--- config.mk ---
export PLATFORM = sky130hd
export DESIGN_NAME = tile_write_packer_flat
export DESIGN_NICKNAME = d
export VERILOG_FILES = /design/src/rtl/tile_write_packer_if.sv /design/src/rtl/tile_write_packer.sv /design/src/flat_wrapper.sv
export SDC_FILE = /design/constraint.sdc
export NUM_CORES = 1
export LEC_CHECK = 0
export ABC_AREA = 1
export BUFFER_PORTS_ARGS = -buffer_cell sky130_fd_sc_hd__buf_4
export CORE_MARGIN = 2
export CORE_UTILIZATION = 58
export CTS_BUF_LIST = sky130_fd_sc_hd__clkbuf_16
export DETAILED_ROUTE_END_ITERATION = 10
export GPL_TIMING_DRIVEN = 0
export PLACE_DENSITY = 0.81
export SLEW_MARGIN = 25
export SYNTH_ARGS = -nofsm -noshare
export SYNTH_HDL_FRONTEND = slang
export SYNTH_SLANG_ARGS = --single-unit
--- constraint.sdc ---
create_clock -name clk -period 3 [get_ports clk]
set_input_delay 0.3 -clock clk [delete_from_list [all_inputs] [get_ports clk]]
set_output_delay 0.3 -clock clk [all_outputs]
set_load 0.1 [all_outputs]
--- src/rtl/tile_write_packer_if.sv ---
// Element-stream input and tile-write output bundle of the tile write packer.
// The master side feeds beats and observes writes; the slave side is the packer.
interface tile_write_packer_if #(
    parameter int DATA_WIDTH = 8,
    parameter int TILE_WIDTH = 256,
    parameter int IN_ELEMS   = 8,
    parameter int SEL_W      = 1
);
    logic                             in_valid;
    logic [IN_ELEMS*DATA_WIDTH-1:0]   in_data;
    logic                             in_ready;
    logic                             wr_en;
    logic [TILE_WIDTH-1:0]            wr_data;
    logic [SEL_W-1:0]                 wr_buffer;
    logic                             rst_idx_en;
    logic [SEL_W-1:0]                 rst_idx_buffer;

    modport master (
        output in_valid, in_data,
        input  in_ready, wr_en, wr_data, wr_buffer, rst_idx_en, rst_idx_buffer
    );

    modport slave (
        input  in_valid, in_data,
        output in_ready, wr_en, wr_data, wr_buffer, rst_idx_en, rst_idx_buffer
    );
endinterface

--- src/rtl/tile_write_packer.sv ---
// Packs a narrow element stream into zero-padded tiles and writes them into one
// buffer of the tile buffer file, rewinding that buffer's write pointer first.
module tile_write_packer #(
    parameter int DATA_WIDTH   = 8,
    parameter int TILE_ELEMS   = 32,
    parameter int TILE_WIDTH   = 256,
    parameter int IN_ELEMS     = 8,
    parameter int BUFFER_WIDTH = 8192,
    parameter int BUFFER_COUNT = 2,
    localparam int MAX_ELEMS   = BUFFER_WIDTH / DATA_WIDTH,
    localparam int SEL_W       = (BUFFER_COUNT > 1) ? $clog2(BUFFER_COUNT) : 1,
    localparam int LEN_W       = $clog2(MAX_ELEMS) + 1
) (
    input  logic                 clk,
    input  logic                 reset_n,
    input  logic                 start,
    input  logic [SEL_W-1:0]     dest_buffer,
    input  logic [LEN_W-1:0]     num_elems,
    tile_write_packer_if.slave   bus,
    output logic                 busy,
    output logic                 done,
    output logic                 err
);
    localparam int BEAT_W = IN_ELEMS * DATA_WIDTH;
    localparam int BEATS  = TILE_ELEMS / IN_ELEMS;
    localparam int CNT_W  = (BEATS > 1) ? $clog2(BEATS) : 1;

    localparam logic [LEN_W-1:0] MAX_L     = LEN_W'(MAX_ELEMS);
    localparam logic [LEN_W-1:0] IN_L      = LEN_W'(IN_ELEMS);
    localparam logic [CNT_W-1:0] LAST_BEAT = CNT_W'(BEATS - 1);

    typedef enum logic [2:0] {IDLE, INIT, FILL, EMIT, DONE} state_t;

    state_t                  state_q;
    logic [SEL_W-1:0]        dest_q;
    logic [LEN_W-1:0]        rem_q;
    logic [CNT_W-1:0]        beat_cnt_q;
    logic [TILE_WIDTH-1:0]   tile_q;
    logic [TILE_WIDTH-1:0]   wr_data_q;
    logic                    in_ready_q;
    logic                    wr_en_q;
    logic                    rst_idx_en_q;
    logic                    busy_q;
    logic                    done_q;
    logic                    err_q;

    logic [LEN_W-1:0]        take;
    logic [LEN_W-1:0]        rem_next;
    logic [BEAT_W-1:0]       beat_masked;
    logic [TILE_WIDTH-1:0]   tile_next;

    // NOTE: every always_comb output gets a default first, so no path can infer a latch.
    always_comb begin
        take        = (rem_q > IN_L) ? IN_L : rem_q;
        rem_next    = rem_q - take;
        beat_masked = bus.in_data;
        for (int k = 0; k < IN_ELEMS; k++) begin
            if (LEN_W'(k) >= rem_q) beat_masked[k*DATA_WIDTH +: DATA_WIDTH] = '0;
        end
        tile_next = tile_q;
        tile_next[beat_cnt_q*BEAT_W +: BEAT_W] = beat_masked;
    end

    // NOTE: sequential state uses non-blocking assignments so every register samples
    // pre-edge values; the tile register is reset too, so a padded lane is never stale.
    always_ff @(posedge clk or negedge reset_n) begin
        if (!reset_n) begin
            state_q      <= IDLE;
            dest_q       <= '0;
            rem_q        <= '0;
            beat_cnt_q   <= '0;
            tile_q       <= '0;
            wr_data_q    <= '0;
            in_ready_q   <= 1'b0;
            wr_en_q      <= 1'b0;
            rst_idx_en_q <= 1'b0;
            busy_q       <= 1'b0;
            done_q       <= 1'b0;
            err_q        <= 1'b0;
        end else begin
            wr_en_q      <= 1'b0;
            rst_idx_en_q <= 1'b0;
            done_q       <= 1'b0;
            unique case (state_q)
                IDLE: begin
                    if (start) begin
                        dest_q <= dest_buffer;
                        rem_q  <= (num_elems > MAX_L) ? MAX_L : num_elems;
                        err_q  <= (num_elems > MAX_L);
                        busy_q <= 1'b1;
                        if (num_elems == '0) begin
                            state_q <= DONE;
                            done_q  <= 1'b1;
                        end else begin
                            state_q      <= INIT;
                            rst_idx_en_q <= 1'b1;
                        end
                    end
                end
                INIT: begin
                    tile_q     <= '0;
                    beat_cnt_q <= '0;
                    in_ready_q <= 1'b1;
                    state_q    <= FILL;
                end
                FILL: begin
                    if (bus.in_valid) begin
                        tile_q     <= tile_next;
                        rem_q      <= rem_next;
                        beat_cnt_q <= beat_cnt_q + CNT_W'(1);
                        if (beat_cnt_q == LAST_BEAT || rem_next == '0) begin
                            in_ready_q <= 1'b0;
                            wr_en_q    <= 1'b1;
                            wr_data_q  <= tile_next;
                            state_q    <= EMIT;
                        end
                    end
                end
                EMIT: begin
                    if (rem_q == '0) begin
                        done_q  <= 1'b1;
                        state_q <= DONE;
                    end else begin
                        tile_q     <= '0;
                        beat_cnt_q <= '0;
                        in_ready_q <= 1'b1;
                        state_q    <= FILL;
                    end
                end
                DONE: begin
                    busy_q  <= 1'b0;
                    state_q <= IDLE;
                end
                default: state_q <= IDLE;
            endcase
        end
    end

    // Buffer selects follow the latched job so they stay stable across the whole job.
    assign bus.in_ready       = in_ready_q;
    assign bus.wr_en          = wr_en_q;
    assign bus.wr_data        = wr_data_q;
    assign bus.wr_buffer      = dest_q;
    assign bus.rst_idx_en     = rst_idx_en_q;
    assign bus.rst_idx_buffer = dest_q;
    assign busy               = busy_q;
    assign done               = done_q;
    assign err                = err_q;
endmodule

--- src/flat_wrapper.sv ---
// flat-port wrapper written by rule: the top's interface ports become plain ports
module tile_write_packer_flat 
#(
    parameter int DATA_WIDTH   = 8,
    parameter int TILE_ELEMS   = 32,
    parameter int TILE_WIDTH   = 256,
    parameter int IN_ELEMS     = 8,
    parameter int BUFFER_WIDTH = 8192,
    parameter int BUFFER_COUNT = 2,
    localparam int MAX_ELEMS   = BUFFER_WIDTH / DATA_WIDTH,
    localparam int SEL_W       = (BUFFER_COUNT > 1) ? $clog2(BUFFER_COUNT) : 1,
    localparam int LEN_W       = $clog2(MAX_ELEMS) + 1
)
  (clk, reset_n, start, dest_buffer, num_elems, busy, done, err, bus_in_valid, bus_in_data, bus_in_ready, bus_wr_en, bus_wr_data, bus_wr_buffer, bus_rst_idx_en, bus_rst_idx_buffer);
  tile_write_packer_if #(.DATA_WIDTH(DATA_WIDTH), .TILE_WIDTH(TILE_WIDTH), .IN_ELEMS(IN_ELEMS), .SEL_W((1))) bus_i ();
  input  logic clk;
  input  logic reset_n;
  input  logic start;
  input  logic [SEL_W-1:0] dest_buffer;
  input  logic [LEN_W-1:0] num_elems;
  output logic busy;
  output logic done;
  output logic err;
  input wire logic [$bits(bus_i.in_valid)-1:0] bus_in_valid;
  input wire logic [$bits(bus_i.in_data)-1:0] bus_in_data;
  output wire logic [$bits(bus_i.in_ready)-1:0] bus_in_ready;
  output wire logic [$bits(bus_i.wr_en)-1:0] bus_wr_en;
  output wire logic [$bits(bus_i.wr_data)-1:0] bus_wr_data;
  output wire logic [$bits(bus_i.wr_buffer)-1:0] bus_wr_buffer;
  output wire logic [$bits(bus_i.rst_idx_en)-1:0] bus_rst_idx_en;
  output wire logic [$bits(bus_i.rst_idx_buffer)-1:0] bus_rst_idx_buffer;
  assign bus_i.in_valid = bus_in_valid;
  assign bus_i.in_data = bus_in_data;
  assign bus_in_ready = bus_i.in_ready;
  assign bus_wr_en = bus_i.wr_en;
  assign bus_wr_data = bus_i.wr_data;
  assign bus_wr_buffer = bus_i.wr_buffer;
  assign bus_rst_idx_en = bus_i.rst_idx_en;
  assign bus_rst_idx_buffer = bus_i.rst_idx_buffer;
  tile_write_packer #(.DATA_WIDTH(DATA_WIDTH), .TILE_ELEMS(TILE_ELEMS), .TILE_WIDTH(TILE_WIDTH), .IN_ELEMS(IN_ELEMS), .BUFFER_WIDTH(BUFFER_WIDTH), .BUFFER_COUNT(BUFFER_COUNT)) u_core (.clk(clk), .reset_n(reset_n), .start(start), .dest_buffer(dest_buffer), .num_elems(num_elems), .bus(bus_i), .busy(busy), .done(done), .err(err));
endmodule
==> run metrics, run 1 <==
outcome=finished clean; TritonCTS clock tree=yes; vias in the first global route=22900; Hold WC Path Type=input port to register; Synth Instances=3008; final count of negative-setup-slack endpoints=0; all-layer global routing usage=37.6%; slowest CP cell=clkbuf_1; largest net degree at the start of global routing=98; Req. time, crit path=3.52 ns; synth warn=0; clock skew=0.0215 ns; fmax=0.343 GHz; Seq/Total Area, Yosys=54.5%; Final #Nets=3518; initial cell density of the core=58.7%; setup_tns=0 ns; slew at the pin closest to its max-slew limit=0.986 ns; antenna violations before repair=0; Fin. Hold Viols=0; RR Endpoint=u_core.tile_q[111]; most used flip-flop cell after synthesis=dfrtp_1; CP peak stage delay=0.76 ns; Reg clk slew, reported paths=0.06 ns; row cnt=75; DP Wirelength=61.4 mm; ant diodes=0; first-pass GRT wire length=127 mm; Mapped Avg Cell Area=8.16 um2; post-synthesis async set-or-reset flop share=100%; total CTS buffers=54; clock sink total=535; hold depth=3; total global routing overflow=0; Root Buffer=clkbuf_16; Buf+Inv Stages, Crit Path=2; DRT Pass-1 Iters=9; WL final=84.2 mm; r2r setup slk=0.09 ns; Antenna Nets Post-Route=0; crit path kind=register to register; Die ar.=44000 um2; H-tree depth=2; WP data arrival=3.43 ns; Detailed Route Iter0 Violations=2866; worst-skew pair later-pin latency=0.62 ns; PnR worst setup slack=0.0866 ns; maximum clock insertion buffer count=3; Top Family by Delay on Critical Path=buffers and inverters; Die Ht=210 um; Avg Vias per Cell=5.96; I/O pin count=344; max-slew violations=0; post-synthesis cell area=24500 um2; startpoint types=register; dpl ws=-0.870 ns; vias=23900; crit path max fanout=10; layout cell share with drive strength beyond 1=16.0%; R2R depth=7; DRC=0; Reg2Reg Launch Point=u_core.state_q[2]; crit path capture type=register; Final min period=2.91 ns; Post-synth EDFFs=0; MaxCap Viol Count=0; per-cell routed wire length=21.0 um; Core Region=41900 um2; crit-path cells=nor2_1 > nand2_1 > nor2_4 > clkbuf_1 > clkbuf_1 > nand2_1 > o21ai_0; worst hold endpoint=u_core.rem_q[1]; min-delay src=num_elems[1]; #FFs+latches synth=535; Port Buf Inserts=343; crit share post-route=97.1%; GP Congestion=0.940; Area Overhead vs Synth=23.2%; Yosys cell types=30; Die Width=210 um; slew margin rel.=33.8%; synthesized net count=3095
[metrics by stage]
| step | cells | hold WS, ns | util [%] | cell area [um2] |
|---|---|---|---|---|
| final | 4011 | 0.0185 | 72.2 | 30200 |
| after global placement | 3890 | 0.456 | 66.4 | 27800 |
| after floorplan | 3008 | 0.00441 | - | 24500 |
| after global routing | 4011 | 0.0370 | 72.2 | 30200 |
| after detailed placement | 3896 | 0.181 | 66.8 | 28000 |
| after CTS | 4001 | 0.00380 | 71.5 | 29900 |
[layer usage]
metal | up-vias | track usage [%] | wire length [um]
met5 | - | 0 | 0
met4 | 0 | 15.3 | 3680
met3 | 235 | 9.17 | 9820
met2 | 1508 | 57.9 | 38300
met1 | 11600 | 51.7 | 32400
li1 | 10600 | - | -
[area by class of cell]
cell class,instances,area [um2]
Fill cell,3253,11600
Sequential cell,535,13400
Buffer,217,1190
Timing Repair Buffer,368,2940
Inverter,372,1400
Clock inverter,42,424
Multi-Input combinational cell,1883,8830
Clock buffer,55,1380
Tap cell,539,674
[timing repair]
item	in CTS	in global routing
resized for setup	33	72
setup buffers	2	8
setup endpoints to repair	526	478
hold buffers	7	0
endpoints found under the hold margin	202	0
gates cloned	0	2
pin swaps	3	6
[flip-flops by register name, summed over array words and instances, names as in the netlist]
name                       cells
u_core.bus.wr_en               1
u_core.tile_q                256
u_core.done                    1
u_core.beat_cnt_q              2
u_core.state_q                 3
u_core.rem_q                  11
u_core.bus.rst_idx_buffer      1
u_core.bus.wr_data           256
u_core.bus.rst_idx_en          1
u_core.busy                    1
u_core.bus.in_ready            1
u_core.err                     1
[kinds of logic (layout without fill, tap and decap cells)]
family | Yosys count | after routing | share of synthesized area [%]
compound gates | 543 | 543 | 12.8
xor+xnor | 1 | 1 | 0.0357
fa+ha+maj | 7 | 7 | 0.357
buf+inv | 590 | 1054 | 9.99
flops | 535 | 535 | 54.5
mux | 1 | 1 | 0.0459
other cells | 1 | 1 | 0.0153
simple gates | 1330 | 1330 | 22.2
[worst max-delay path by stage]
stage / end / slack, ns / from / depth (start not counted)
detailed placement: u_core.bus.wr_data[24] / -0.87 / u_core.beat_cnt_q[0] / 10
floorplan: u_core.bus.wr_data[148] / 0.53 / u_core.beat_cnt_q[0] / 9
CTS: u_core.bus.wr_data[230] / -0.05 / u_core.rem_q[7] / 18
global placement: u_core.bus.wr_data[120] / -3.93 / reset_n / 1
global route: u_core.bus.wr_data[77] / -0.04 / u_core.rem_q[9] / 18
finish: u_core.tile_q[111] / 0.09 / u_core.state_q[2] / 7
[Yosys cell counts, drive strengths merged, types with 2 or more instances]
| cell type | instances | area share [%] |
|---|---|---|
| nor2 | 117 | 1.8 |
| a22oi | 51 | 1.6 |
| inv | 371 | 5.7 |
| dfrtp | 535 | 55 |
| nand4 | 19 | 0.48 |
| nand2 | 889 | 14 |
| ha | 7 | 0.36 |
| a31oi | 6 | 0.15 |
| buf | 70 | 2.0 |
| a21oi | 5 | 0.10 |
| o32ai | 8 | 0.29 |
| nor4 | 2 | 0.051 |
| o22ai | 204 | 5.2 |
| nand3 | 302 | 6.2 |
| o21ai | 269 | 5.5 |
| clkbuf | 148 | 2.3 |
[worst reg2reg max path, delay by kind of cell, from the launching register on]
| family | cells | cell delay [ns] |
|---|---|---|
| compound gates | 1 | 0.12 |
| flops | 1 | 0.39 |
| simple gates | 4 | 0.94 |
| buf+inv | 2 | 1.39 |
[cells in the final DEF, fill, tap and decap left out, types with 10 or more instances in the layout]
master / netlist / layout
buf_2: 31 / 15
clkbuf_2: 0 / 23
nor2_1: 114 / 110
nand3_2: 1 / 10
a22oi_1: 51 / 51
nand3_1: 301 / 292
clkbuf_16: 0 / 57
nand2_1: 883 / 883
buf_6: 23 / 22
clkbuf_1: 148 / 123
clkinv_1: 1 / 14
nand4_1: 19 / 19
o21ai_0: 266 / 266
clkinv_2: 0 / 11
o22ai_1: 204 / 204
buf_4: 7 / 364
inv_1: 370 / 374
dfrtp_1: 535 / 534
Power of run 1 is left out: the tool's default activity adds up to more than one toggle a clock period on the data nets, which glitch-free logic cannot reach.
==> run 2: changes to the inputs <==
CORE_UTILIZATION = 55   (was 58)
PLACE_DENSITY = 0.77   (was 0.81)
==> run 2 against run 1 <==
Design area grew 0.40%. Hold slack improved by 0.027 ns. First-iteration DRC count is 10% higher. Non-clock buffer count up 2.
==> run metrics, run 2 (same netlist as run 1, synthesis figures left out) <==
per-cell routed wire length=20.9 um; first-pass GRT wire length=129 mm; WP data arrival=3.48 ns; slew margin rel.=37.1%; total global routing overflow=0; ant diodes=0; outcome=finished clean; crit path max fanout=12; Antenna Nets Post-Route=0; Avg Vias per Cell=5.82; met1 WL=33.2 mm; Final #Nets=3520; all-layer global routing usage=36.2%; worst-skew pair later-pin latency=0.63 ns; most common cell after layout, fill and taps aside=nand2_1; Placed Cells=3949; cell area after placement=28000 um2; min-delay src=num_elems[8]; highest metal used=met4; Die ar.=46300 um2; fin cells=4068; Buf+Inv Stages, Crit Path=3; slowest CP cell=o32ai_1; maximum clock insertion buffer count=3; I/O pin count=344; vias=23700; startpoint types=register; PnR worst setup slack=0.0601 ns; Hold WC Path Type=input port to register; CP peak stage delay=0.53 ns; final count of negative-setup-slack endpoints=0; dpl ws=-0.874 ns; H-tree depth=2; GP Congestion=0.923; Core Region=44100 um2; R2R depth=8; Top Family by Delay on Critical Path=buffers and inverters; clock sink total=535; routed length on met2=39.1 mm; worst hold endpoint=u_core.rem_q[8]; Detailed Route Iter0 Violations=3166; DRT Pass-1 Iters=8; initial cell density of the core=55.6%; r2r setup slk=0.06 ns; Final min period=2.94 ns; row cnt=77; layout cell share with drive strength beyond 1=16.3%; Root Buffer=clkbuf_16; Worst setup startpoint=u_core.beat_cnt_q[0]; MaxCap Viol Count=0; crit path capture type=register; WL final=85.1 mm; Design Area, Final=30400 um2; post-layout util=68.8%; TritonCTS clock tree=yes; clock skew=0.0295 ns; most frequent cells in the layout=879 x nand2_1, 532 x dfrtp_1, 379 x inv_1; max-slew violations=0; Port Buf Inserts=343; vias in the first global route=23000; fmax=0.340 GHz; hold depth=3; fill count=3630; DRC=0; Fin. Hold Viols=0; crit share post-route=98.0%; slew at the pin closest to its max-slew limit=0.944 ns; Req. time, crit path=3.54 ns; total CTS buffers=54; routed wl met3=8.74 mm; DP Wirelength=62.6 mm; Area Overhead vs Synth=23.6%; crit-path cells=clkinvlp_4 > clkbuf_2 > ha_1 > nand3_2 > clkbuf_1 > o32ai_1 > nand3_1 > nand2_1; Die Width=215 um; largest net degree at the start of global routing=94; Reg clk slew, reported paths=0.07 ns; antenna violations before repair=0; Reg2Reg Launch Point=u_core.beat_cnt_q[0]; Die Ht=215 um; RR Endpoint=u_core.bus.wr_data[150]; crit path kind=register to register
==> run 2: cell types whose count changed in the layout (fill, tap and decap cells not counted), sizes merged <==
cell	change
inv	+5
bufinv	-2
clkinv	+1
clkinvlp	-1
dlygate4sd3	+1
==> run 2: routing by layer <==
metal  vias to the layer above  global-route usage (%)
met5                         -                       0
met1                     11600                    49.4
met4                         0                    15.2
li1                      10600                       -
met3                       232                    7.45
met2                      1286                    56.6
==> run 2: area by class of cell <==
class	instances	area, um2	area share (%)
Clock buffer	54	1350	4.45
Tap cell	592	741	2.44
Multi-Input combinational cell	1883	8840	29.1
Timing Repair Buffer	371	3000	9.89
Buffer	216	1220	4.02
Sequential cell	535	13400	44.1
Clock inverter	45	407	1.34
Inverter	372	1400	4.61
==> run 2: worst max path at each step <==
| stage | endpoint | slack, ns | depth (start not counted) |
|---|---|---|---|
| final | u_core.bus.wr_data[150] | 0.06 | 8 |
| after global routing | u_core.bus.wr_data[150] | -0.04 | 8 |
| after CTS | u_core.bus.wr_data[230] | 0.0003 | 18 |
| after detailed placement | u_core.bus.wr_data[24] | -0.87 | 10 |
| after global placement | u_core.bus.wr_data[248] | -3.93 | 1 |
| after floorplan | u_core.bus.wr_data[148] | 0.53 | 9 |
==> run 2: per-stage QoR <==
stage	TNS (ns)	hold WS [ns]
global route	-0.338	0.0617
CTS	0	0.0159
detailed placement	-259.99	0.384
floorplan	0	0.00441
finish	0	0.0453
global placement	-2300.33	0.456
==> run 2: what timing repair did <==
item	CTS	global route
setup buffers	3	7
pin swaps	2	10
cloned	0	4
hold endpoints to repair	94	0
endpoints found under the setup margin	526	506
hold buffers	8	0
gates resized for setup	30	90
==> run 2: tightest hold or removal path: stages <==
cell and delay (ns):
buf_4 0.09, a31oi_1 0.07, a22oi_1 0.13
Power of run 2 is left out for the same reason.
